`config.mk`:
```
export PLATFORM = sky130hd
export DESIGN_NAME = adc_emul_mc
export DESIGN_NICKNAME = d
export VERILOG_FILES = /design/src/rtl/adc_emul_mc.sv
export SDC_FILE = /design/constraint.sdc
export NUM_CORES = 1
export LEC_CHECK = 0
export BUFFER_PORTS_ARGS = -buffer_cell sky130_fd_sc_hd__buf_2
export CORE_MARGIN = 4
export CORE_UTILIZATION = 40
export CTS_BUF_LIST = sky130_fd_sc_hd__clkbuf_4 sky130_fd_sc_hd__clkbuf_8
export CTS_CLUSTER_DIAMETER = 80
export DETAILED_ROUTE_END_ITERATION = 16
export PLACE_DENSITY = 0.65
export SLEW_MARGIN = 0
export SYNTH_ARGS = -nofsm -noshare
export SYNTH_HDL_FRONTEND = slang
export SYNTH_SLANG_ARGS = --single-unit
```
`constraint.sdc`:
```
create_clock -name clk -period 6.65 [get_ports clk]
set_input_delay 1.33 -clock clk [delete_from_list [all_inputs] [get_ports clk]]
set_output_delay 1.33 -clock clk [all_outputs]
set_load 0.02 [all_outputs]
```
`src/rtl/adc_emul_mc.sv`:
```
// Multichannel ADC stimulus generator: time-multiplexed per-channel waveforms on a valid/ready stream.
// One cycle from enable to first beat; outputs move only at start or transfer and hold while stalled.
module adc_emul_mc #(
  parameter int WIDTH     = 16,
  parameter int CHANNELS  = 4,
  parameter int MAX_VAL   = 2**15 - 2,
  parameter int CH_OFFSET = 1024,
  parameter int FRAME_LEN = 256,
  localparam int CW = (CHANNELS > 1) ? $clog2(CHANNELS) : 1,
  localparam int FW = (FRAME_LEN > 1) ? $clog2(FRAME_LEN) : 1
) (
  input  logic             clk,
  input  logic             reset,
  input  logic             enable,
  input  logic [1:0]       mode,
  input  logic [WIDTH-1:0] step,
  output logic             m_valid,
  input  logic             m_ready,
  output logic [WIDTH-1:0] m_data,
  output logic [CW-1:0]    m_chan,
  output logic             m_last
);

  localparam int NA = 2**CW;
  localparam int AW = WIDTH + 1;
  localparam logic [AW-1:0] MAXV = AW'(MAX_VAL);

  generate
    if (CHANNELS < 1 || CHANNELS > 16) begin : g_bad_channels
      $error("adc_emul_mc: CHANNELS must be in 1..16");
    end
    if (MAX_VAL >= (1 << WIDTH)) begin : g_bad_max
      $error("adc_emul_mc: MAX_VAL must be below 2**WIDTH");
    end
    if ((CHANNELS - 1) * CH_OFFSET > MAX_VAL) begin : g_bad_offset
      $error("adc_emul_mc: (CHANNELS-1)*CH_OFFSET exceeds MAX_VAL");
    end
  endgenerate

  typedef enum logic {S_IDLE, S_RUN} state_t;
  state_t r_state, w_state_nxt;
  logic   w_start, w_advance;

  logic [WIDTH-1:0] r_acc [NA];
  logic [NA-1:0]    r_dir;          // 1 = triangle heading down
  logic [FW-1:0]    r_set;
  logic [1:0]       r_mode;
  logic [WIDTH-1:0] r_step, r_seq, r_data;
  logic [CW-1:0]    r_chan;
  logic             r_last;

  logic             w_fire, w_dir_upd, w_last_ch, w_wrap;
  logic [WIDTH-1:0] w_cur, w_acc_upd, w_nacc, w_nseq;
  logic [AW-1:0]    w_sum;
  logic [CW-1:0]    w_nchan;
  logic [FW-1:0]    w_nset;
  logic [1:0]       w_nmode;

  function automatic logic [WIDTH-1:0] ch_base(input logic [CW-1:0] k);
    return WIDTH'(int'(k) * CH_OFFSET);
  endfunction

  function automatic logic [WIDTH-1:0] beat_val(input logic [1:0] md, input logic [CW-1:0] k,
                                                input logic [WIDTH-1:0] a, input logic [WIDTH-1:0] s);
    case (md)
      2'd2:    beat_val = ch_base(k);
      2'd3:    beat_val = s;
      default: beat_val = a;
    endcase
  endfunction

  always_comb begin
    w_state_nxt = r_state;
    w_start     = 1'b0;
    w_advance   = 1'b0;
    case (r_state)
      S_IDLE: if (enable) begin
        w_state_nxt = S_RUN;
        w_start     = 1'b1;
      end
      S_RUN: if (m_ready) begin
        if (enable) w_advance = 1'b1;
        else        w_state_nxt = S_IDLE;
      end
      default: w_state_nxt = S_IDLE;
    endcase
  end

  assign w_fire = (r_state == S_RUN) && m_ready;
  assign w_cur  = r_acc[r_chan];
  assign w_sum  = {1'b0, w_cur} + {1'b0, r_step};

  // A zero step freezes both value and triangle direction.
  always_comb begin
    w_acc_upd = w_cur;
    w_dir_upd = r_dir[r_chan];
    if (r_step != '0) begin
      case (r_mode)
        2'd0: begin
          if (!r_dir[r_chan]) begin
            if (w_sum >= MAXV) begin
              w_acc_upd = WIDTH'(MAX_VAL);
              w_dir_upd = 1'b1;
            end else begin
              w_acc_upd = w_sum[WIDTH-1:0];
            end
          end else if (w_cur <= r_step) begin
            w_acc_upd = '0;
            w_dir_upd = 1'b0;
          end else begin
            w_acc_upd = w_cur - r_step;
          end
        end
        2'd1: w_acc_upd = (w_sum > MAXV) ? '0 : w_sum[WIDTH-1:0];
        default: ;
      endcase
    end
  end

  assign w_last_ch = (r_chan == CW'(CHANNELS - 1));
  assign w_wrap    = w_last_ch && (r_set == FW'(FRAME_LEN - 1));
  assign w_nchan   = w_last_ch ? '0 : r_chan + 1'b1;
  assign w_nset    = w_wrap ? '0 : (w_last_ch ? r_set + 1'b1 : r_set);
  assign w_nmode   = w_wrap ? mode : r_mode;
  assign w_nseq    = r_seq + 1'b1;
  // Single-channel builds present the value just written back.
  assign w_nacc    = (w_nchan == r_chan) ? w_acc_upd : r_acc[w_nchan];

  always_ff @(posedge clk or negedge reset) begin
    if (!reset) begin
      r_state <= S_IDLE;
      for (int i = 0; i < NA; i++) r_acc[i] <= WIDTH'(i * CH_OFFSET);
      r_dir   <= '0;
      r_set   <= '0;
      r_mode  <= 2'd0;
      r_step  <= WIDTH'(1);
      r_seq   <= '0;
      r_data  <= '0;
      r_chan  <= '0;
      r_last  <= 1'b0;
    end else begin
      r_state <= w_state_nxt;
      if (w_fire) begin
        r_acc[r_chan] <= w_acc_upd;
        r_dir[r_chan] <= w_dir_upd;
        r_seq         <= w_nseq;
      end
      if (w_start) begin
        r_chan <= '0;
        r_set  <= '0;
        r_mode <= mode;
        r_step <= step;
        r_data <= beat_val(mode, '0, r_acc[0], r_seq);
        r_last <= (CHANNELS == 1) && (FRAME_LEN == 1);
      end else if (w_advance) begin
        r_chan <= w_nchan;
        r_set  <= w_nset;
        r_mode <= w_nmode;
        if (w_wrap) r_step <= step;
        r_data <= beat_val(w_nmode, w_nchan, w_nacc, w_nseq);
        r_last <= (w_nchan == CW'(CHANNELS - 1)) && (w_nset == FW'(FRAME_LEN - 1));
      end
    end
  end

  assign m_valid = (r_state == S_RUN);
  assign m_data  = r_data;
  assign m_chan  = r_chan;
  assign m_last  = r_last;

endmodule

```
==> flow_metrics.tcl, run 1 <==
set metrics [dict create \
    worstSetupStartpointType "flip-flop" \
    synth_area_per_cell_um2 8.96 \
    cts_buffer_depth 2 \
    die_y_um 158 \
    synth.yosys.warnings 0 \
    clk_latency_ns 0.47 \
    cp_data_required_time_ns 6.95 \
    max_freq_mhz 173 \
    ir_drop_uv 167 \
    period_minus_slack_ns 5.77 \
    cts_tree "yes" \
    gr-usage-met3_pct 3.25 \
    place.gp.congestion 0.922 \
    antenna_left 0 \
    synth_edf_count 0 \
    placed_area_um2 9410 \
    final_nets 1077 \
    antenna_found_initial 0 \
    hold_violations 0 \
    cts_setup_buffers 0 \
    use_met1_pct 29.6 \
    relSlewSlack_pct 14.1 \
    worstMarginPinSlew_ns 1.29 \
    drive_above_1_share_pct 14.4 \
    layoutNonFillerInstCount 1307 \
    crit_chain "buf_4 -> mux4_2 -> ha_1 -> nor2b_1 -> a2111oi_0 -> a21boi_1 -> o311a_1 -> or3_1 -> nor4bb_1 -> a21oi_1 -> o21ai_1 -> a222oi_1 -> o21ai_1" \
    syn2layout_area_growth_pct 9.58 \
    synth_area_um2 8990 \
    port_buffers 41 \
    n_fill_cell 2148 \
    placed_cells 1276 \
    status "completed" \
    holdBufCountCts 0 \
    power_switching_uw 2530 \
    cp_max_fo 14 \
    io_pins 42 \
    p_total_uw 5250 \
    async_flop_share_pct 100 \
    finalSetupViolCount 0 \
    clkPwrFrac_pct 14.7 \
    dieArea_um2 24900 \
    grt_pass1_vias 7659 \
    holdCritPathClass "reg -> reg" \
    fin_tns_setup_ns 0 \
    drv_cap 0 \
    busiest_layer "met2" \
    start_util_pct 40.9 \
    drc_errors 0 \
    routed_via_density 6.03 \
    path_class "reg -> reg" \
    synth_seq_area_share_pct 36.3 \
    p_sw_share_pct 48.2 \
    cp-end-kind "flip-flop" \
    yosysTopAreaCell "dfrtp_1" \
    vias 7885 \
    synth_cell_types 79 \
    hold_ws_ns 0.490 \
    path_common_cell "o21ai_1" \
    power.density_nw_per_um2 533 \
    cp.arrival_ns 6.06 \
    rows 54 \
    dp_hpwl_um 19700 \
    syn_inst 1003 \
    slew_viol_final 0 \
    grt_use_total_pct 21.9 \
    combPwrFrac_pct 60.2 \
    skew_ns 0.0172 \
    cts_made_buffers 17 \
    htree_levels 4 \
    ctsRootBufferMaster "clkbuf_8" \
    grt_max_degree 80 \
    drt_wl_total_um 26700 \
    seqPwrFrac_pct 25.1 \
    cts.sinks 130 \
    synth_nets 1065 \
    drt-initial-drc-count 703 \
    clk_pin_slew_worst_paths_ns 0.09 \
    intPower_uw 2720 \
    path_buf_inv 1 \
    drt-pass1-iter-count 5 \
    cpMaxStageDelayCell "dfrtp_1" \
    cpPeakStageDelay_ns 0.86 \
    gr-total-overflow 0 \
    cts_resized 0 \
    rsz0062_at_grt "false" \
    core_um2 22000 \
    synth-main-ff-cell "dfrtp_1" \
    synth_area_leaders "dfrtp_1, mux4_2, nand2_1, ha_1, o21ai_0" \
    critPathTopFamily "compound AO/OA/AOI/OAI gates" \
    leakagePower_uw 0.00417 \
    synth-seq-cells 130 \
    antenna_cells 0 \
    fp.dieW_um 158 \
    grt_util_met2_pct 35.9 \
    design_area_um2 9850 \
    wl_per_cell_um 20.5 \
    finalCritPeriodShare_pct 86.7 \
    synth_top_area_share_pct 34.8 \
    grt_first_pass_wirelength_um 42500 \
]
## state kept, by name, summed over array words and instances (netlist names)
signal,flops
r_acc,64
m_data,16
r_seq,16
r_step,16
r_set,8
r_dir,4
m_chan,2
r_mode,2
m_last,1
m_valid,1
## cells in the mapped netlist (all sizes together) (5+ instances only)
master	instances
dfstp	5
mux2	9
inv	36
o31a	6
xnor2	36
nand2b	15
ha	38
o21ai	117
nand3	27
nand2	148
clkbuf	53
buf	6
o31ai	14
o221ai	5
nor4	6
o21a	7
nand4	8
mux4	33
xor2	18
a21o	10
and3	7
nor2b	14
a31oi	11
nor3	19
o211ai	6
nor2	63
a221o	6
o22ai	14
a21oi	48
and2	8
or3	8
a211oi	9
a22oi	7
dfrtp	125
## power groups by stage
stage               clock network [µW]  logic, µW  registers (µW)
floorplan                            0       2270            1270
global placement                     0       3120            1320
detailed placement                   0       3110            1330
CTS                                784       3120            1310
global route                       819       3440            1350
finish                             773       3160            1320
## final cells by class
cell class                 count  area [µm²]  area share, %
inverter                      36         135           1.37
multi-input combinational    778        5370           54.5
sequential                   130        3260           33.1
clock inverter                12         181           1.84
timing repair buffer          52         294           2.99
tap                          280         350           3.56
clock buffer                  19         255           2.59
## logic make-up (layout without fill, tap and decap cells)
group	Yosys count	after routing	synth area share, %
AO/OA/AOI/OAI	298	298	21.3
XOR/XNOR	54	54	5.26
adder cells (fa/ha/maj)	40	40	5.74
buffers and inverters	95	119	4.02
flip-flops	130	130	36.3
multiplexers	45	45	9.73
AND/OR/NAND/NOR	341	341	17.7
## final timing paths
kind	start	end	slack, ns	cells after the start
hold reg to reg	r_dir[1]$_DFFE_PN0P_	r_dir[1]$_DFFE_PN0P_	0.49	2
max in group asynchronous	reset	r_acc[61]$_DFFE_PN0P_	4.54	2
hold / removal	r_dir[1]$_DFFE_PN0P_	r_dir[1]$_DFFE_PN0P_	0.49	2
min in group asynchronous	reset	r_step[3]$_DFFE_PN0P_	0.91	1
setup / recovery	m_chan[0]$_DFFE_PN0P_	r_acc[55]$_DFFE_PN0P_	0.88	13
setup reg to reg	m_chan[0]$_DFFE_PN0P_	r_acc[55]$_DFFE_PN0P_	0.88	13
## layer usage
| layer | vias to the layer above | share of wire (%) |
|---|---|---|
| met5 | - | 0 |
| met1 | 3902 | 44 |
| met4 | 0 | 2.5 |
| li1 | 3680 | - |
| met2 | 256 | 49 |
| met3 | 47 | 5.0 |
## layout by cell type (no fill, tap or decap), drive strengths merged, types with 6 or more instances in the layout
| cell | instances |
|---|---|
| mux2 | 9 |
| nor2b | 14 |
| clkbuf | 19 |
| a21o | 10 |
| nand3 | 27 |
| nor2 | 63 |
| nor3 | 19 |
| nand2 | 148 |
| buf | 52 |
| o21ai | 117 |
| mux4 | 33 |
| and2 | 8 |
| o21a | 7 |
| nor4 | 6 |
| a22oi | 7 |
| nand2b | 15 |
| o211ai | 6 |
| ha | 38 |
| a211oi | 9 |
| xor2 | 18 |
| a221o | 6 |
| inv | 38 |
| nand4 | 8 |
| or3 | 8 |
| o31ai | 14 |
| o31a | 6 |
| o22ai | 14 |
| a21oi | 48 |
| xnor2 | 36 |
| a31oi | 11 |
| and3 | 7 |
| dfrtp | 125 |
## stage by stage
step / util (%) / setup slack [ns]
global placement: 42.9 / 1.20
detailed placement: 42.9 / 0.894
global route: 44.8 / 0.417
floorplan: - / 1.12
finish: 44.8 / 0.884
CTS: 44.8 / 0.882
## worst register-to-register path, cell delays in order, from the launching register on
cell and delay [ns]:
dfrtp_1 0.86, buf_4 0.36, mux4_2 0.59, ha_1 0.54, nor2b_1 0.16, a2111oi_0 0.43, a21boi_1 0.17, o311a_1 0.35
or3_1 0.47, nor4bb_1 0.20, a21oi_1 0.48, o21ai_1 0.11, a222oi_1 0.71, o21ai_1 0.16
Note: power is estimated with default switching activity, not from simulation.
==> run 2: changes to the inputs <==
--- a/config.mk
+++ b/config.mk
@@ -6,12 +6,15 @@
 export NUM_CORES = 1
 export LEC_CHECK = 0
 export BUFFER_PORTS_ARGS = -buffer_cell sky130_fd_sc_hd__buf_2
+export CELL_PAD_IN_SITES_DETAIL_PLACEMENT = 2
+export CELL_PAD_IN_SITES_GLOBAL_PLACEMENT = 2
 export CORE_MARGIN = 4
 export CORE_UTILIZATION = 40
 export CTS_BUF_LIST = sky130_fd_sc_hd__clkbuf_4 sky130_fd_sc_hd__clkbuf_8
 export CTS_CLUSTER_DIAMETER = 80
 export DETAILED_ROUTE_END_ITERATION = 16
-export PLACE_DENSITY = 0.65
+export PLACE_DENSITY = 0.91
+export REMOVE_ABC_BUFFERS = 1
 export SLEW_MARGIN = 0
 export SYNTH_ARGS = -nofsm -noshare
 export SYNTH_HDL_FRONTEND = slang
==> run 2 against run 1 <==
  * Largest power group unchanged
  * First-iteration DRC count increased by 14%
  * Clock power decreased by 13%
  * Sequential power increased by 4%
  * Sequential share of layout area increased by 0.25 points
  * Largest cell class unchanged
  * Wire length increased by 43%
  * Critical path depth unchanged
  * Register-to-register slack got worse by 0.51 ns
  * Non-clock buffer count increased by 2
  * Combinational power increased by 12%
  * Flip-flop and latch count unchanged
  * Count of clock-buffer cells in the layout increased by 1
==> flow_metrics.tcl, run 2 (synthesis results as in run 1) <==
set metrics [dict create \
    drt_wl_total_um 38200 \
    slew_viol_final 0 \
    placed_cells 1278 \
    worstRegToRegCells 13 \
    intPower_uw 2600 \
    cts_resized 0 \
    largest_register_ffs 64 \
    clkPwrFrac_pct 12.0 \
    design_area_um2 9770 \
    core_um2 22000 \
    cts_buffer_depth 2 \
    mostFrequentLayoutCells "nand2_1, dfrtp_1, o21ai_0" \
    cp.arrival_ns 6.60 \
    n_fill_cell 2326 \
    cp_max_fo 12 \
    finalCritPeriodShare_pct 94.3 \
    period_minus_slack_ns 6.27 \
    port_buffers 41 \
    final_nets 1079 \
    seqCellArea_um2 3260 \
    power_switching_uw 2970 \
    grt_use_total_pct 31.3 \
    grt_first_pass_wirelength_um 59200 \
    clk_latency_ns 0.48 \
    io_pins 42 \
    drive_above_1_share_pct 14.7 \
    p_sw_share_pct 53.3 \
    wl_per_cell_um 29.1 \
    power.density_nw_per_um2 571 \
    gr-total-overflow 0 \
    fp.dieW_um 158 \
    syn2layout_area_growth_pct 8.77 \
    grt_pass1_vias 9774 \
    htree_levels 4 \
    ir_drop_uv 158 \
    relSlewSlack_pct 11.1 \
    worstSetupStartpointType "flip-flop" \
    antenna_cells 0 \
    multi_input_area_um2 5370 \
    cts_made_buffers 17 \
    finalSetupViolCount 0 \
    hold_violations 0 \
    max_freq_mhz 159 \
    start_util_pct 40.9 \
    place.gp.congestion 0.911 \
    holdBufCountCts 0 \
    fin_tns_setup_ns 0 \
    dieArea_um2 24900 \
    routed_via_density 6.73 \
    hold_depth 2 \
    cts_setup_buffers 0 \
    rsz0062_at_grt "false" \
    antenna_left 0 \
    combPwrFrac_pct 63.5 \
    rows 54 \
    status "completed" \
    leakagePower_uw 0.00414 \
    drt-initial-drc-count 803 \
    path_class "reg -> reg" \
    placed_area_um2 9430 \
    drc_errors 0 \
    clk_pin_slew_worst_paths_ns 0.09 \
    skew_ns 0.0128 \
    top_register "r_acc" \
    worstMarginPinSlew_ns 1.33 \
    final_common_cell "nand2_1" \
    cp_data_required_time_ns 6.98 \
    vias 8814 \
    seqPwrFrac_pct 24.5 \
    dp_hpwl_um 26300 \
    grt_max_degree 95 \
    die_y_um 158 \
    ctsRootBufferMaster "clkbuf_8" \
    cts.sinks 130 \
    holdCritPathClass "reg -> reg" \
    layoutNonFillerInstCount 1310 \
    drv_cap 0 \
    cts_tree "yes" \
    drt-pass1-iter-count 5 \
    antenna_found_initial 0 \
    cp-end-kind "flip-flop" \
]
[run 2: worst paths after layout]
kind | startpoint | end | slack (ns)
max | m_chan[0]$_DFFE_PN0P_ | r_acc[7]$_DFFE_PN0P_ | 0.38
min | m_last$_DFFE_PN0P_ | m_last$_DFFE_PN0P_ | 0.49
max reg2reg | m_chan[0]$_DFFE_PN0P_ | r_acc[7]$_DFFE_PN0P_ | 0.38
min reg2reg | m_last$_DFFE_PN0P_ | m_last$_DFFE_PN0P_ | 0.49
max in group asynchronous | reset | r_acc[10]$_DFFE_PN1P_ | 4.56
min in group asynchronous | reset | r_step[5]$_DFFE_PN0P_ | 0.95
[run 2: final cells by class]
| cell class | instances | share of cell area, % |
|---|---|---|
| clock buffer | 20 | 2.62 |
| clock inverter | 12 | 0.947 |
| inverter | 36 | 1.38 |
| multi-input combinational | 778 | 55.0 |
| sequential | 130 | 33.3 |
| tap | 280 | 3.58 |
| timing repair buffer | 54 | 3.16 |
[run 2: metrics by stage]
step           power [µW]  worst slack, ns  hold WS (ns)  utilization (%)
2_1_floorplan        3500             1.57         0.445                -
3_3_place_gp         4390             1.38         0.466             42.9
3_5_place_dp         4690            0.826         0.473             42.9
4_1_cts              5470            0.476         0.496             44.5
5_1_grt              5840            0.138         0.529             44.5
6_report             5580            0.377         0.493             44.5
[run 2: metal layers]
layer | wire length (µm) | GRT usage, %
met2 | 18700 | 52.3
met5 | 0 | 0
met1 | 15000 | 38.1
met4 | 2030 | 16.4
met3 | 2390 | 6.48
[run 2: power by group through the flow]
stage	clock [µW]	combinational [µW]	sequential (µW)
CTS	665	3450	1360
finish	671	3540	1370
floorplan	0	2200	1300
global route	703	3750	1390
detailed placement	0	3330	1360
global placement	0	3070	1320
[run 2: worst max-delay path, stage by stage, from the launching register on]
cell       delay (ns)
dfrtp_1          0.83
buf_4            0.33
mux4_2           0.59
ha_1             0.58
nor2b_1          0.19
a2111oi_0        0.54
a21boi_1         0.21
o311a_1          0.38
or3_1            0.48
nor4bb_1         0.20
a21oi_1          0.64
o21ai_1          0.18
a222oi_1         0.74
o21ai_1          0.20
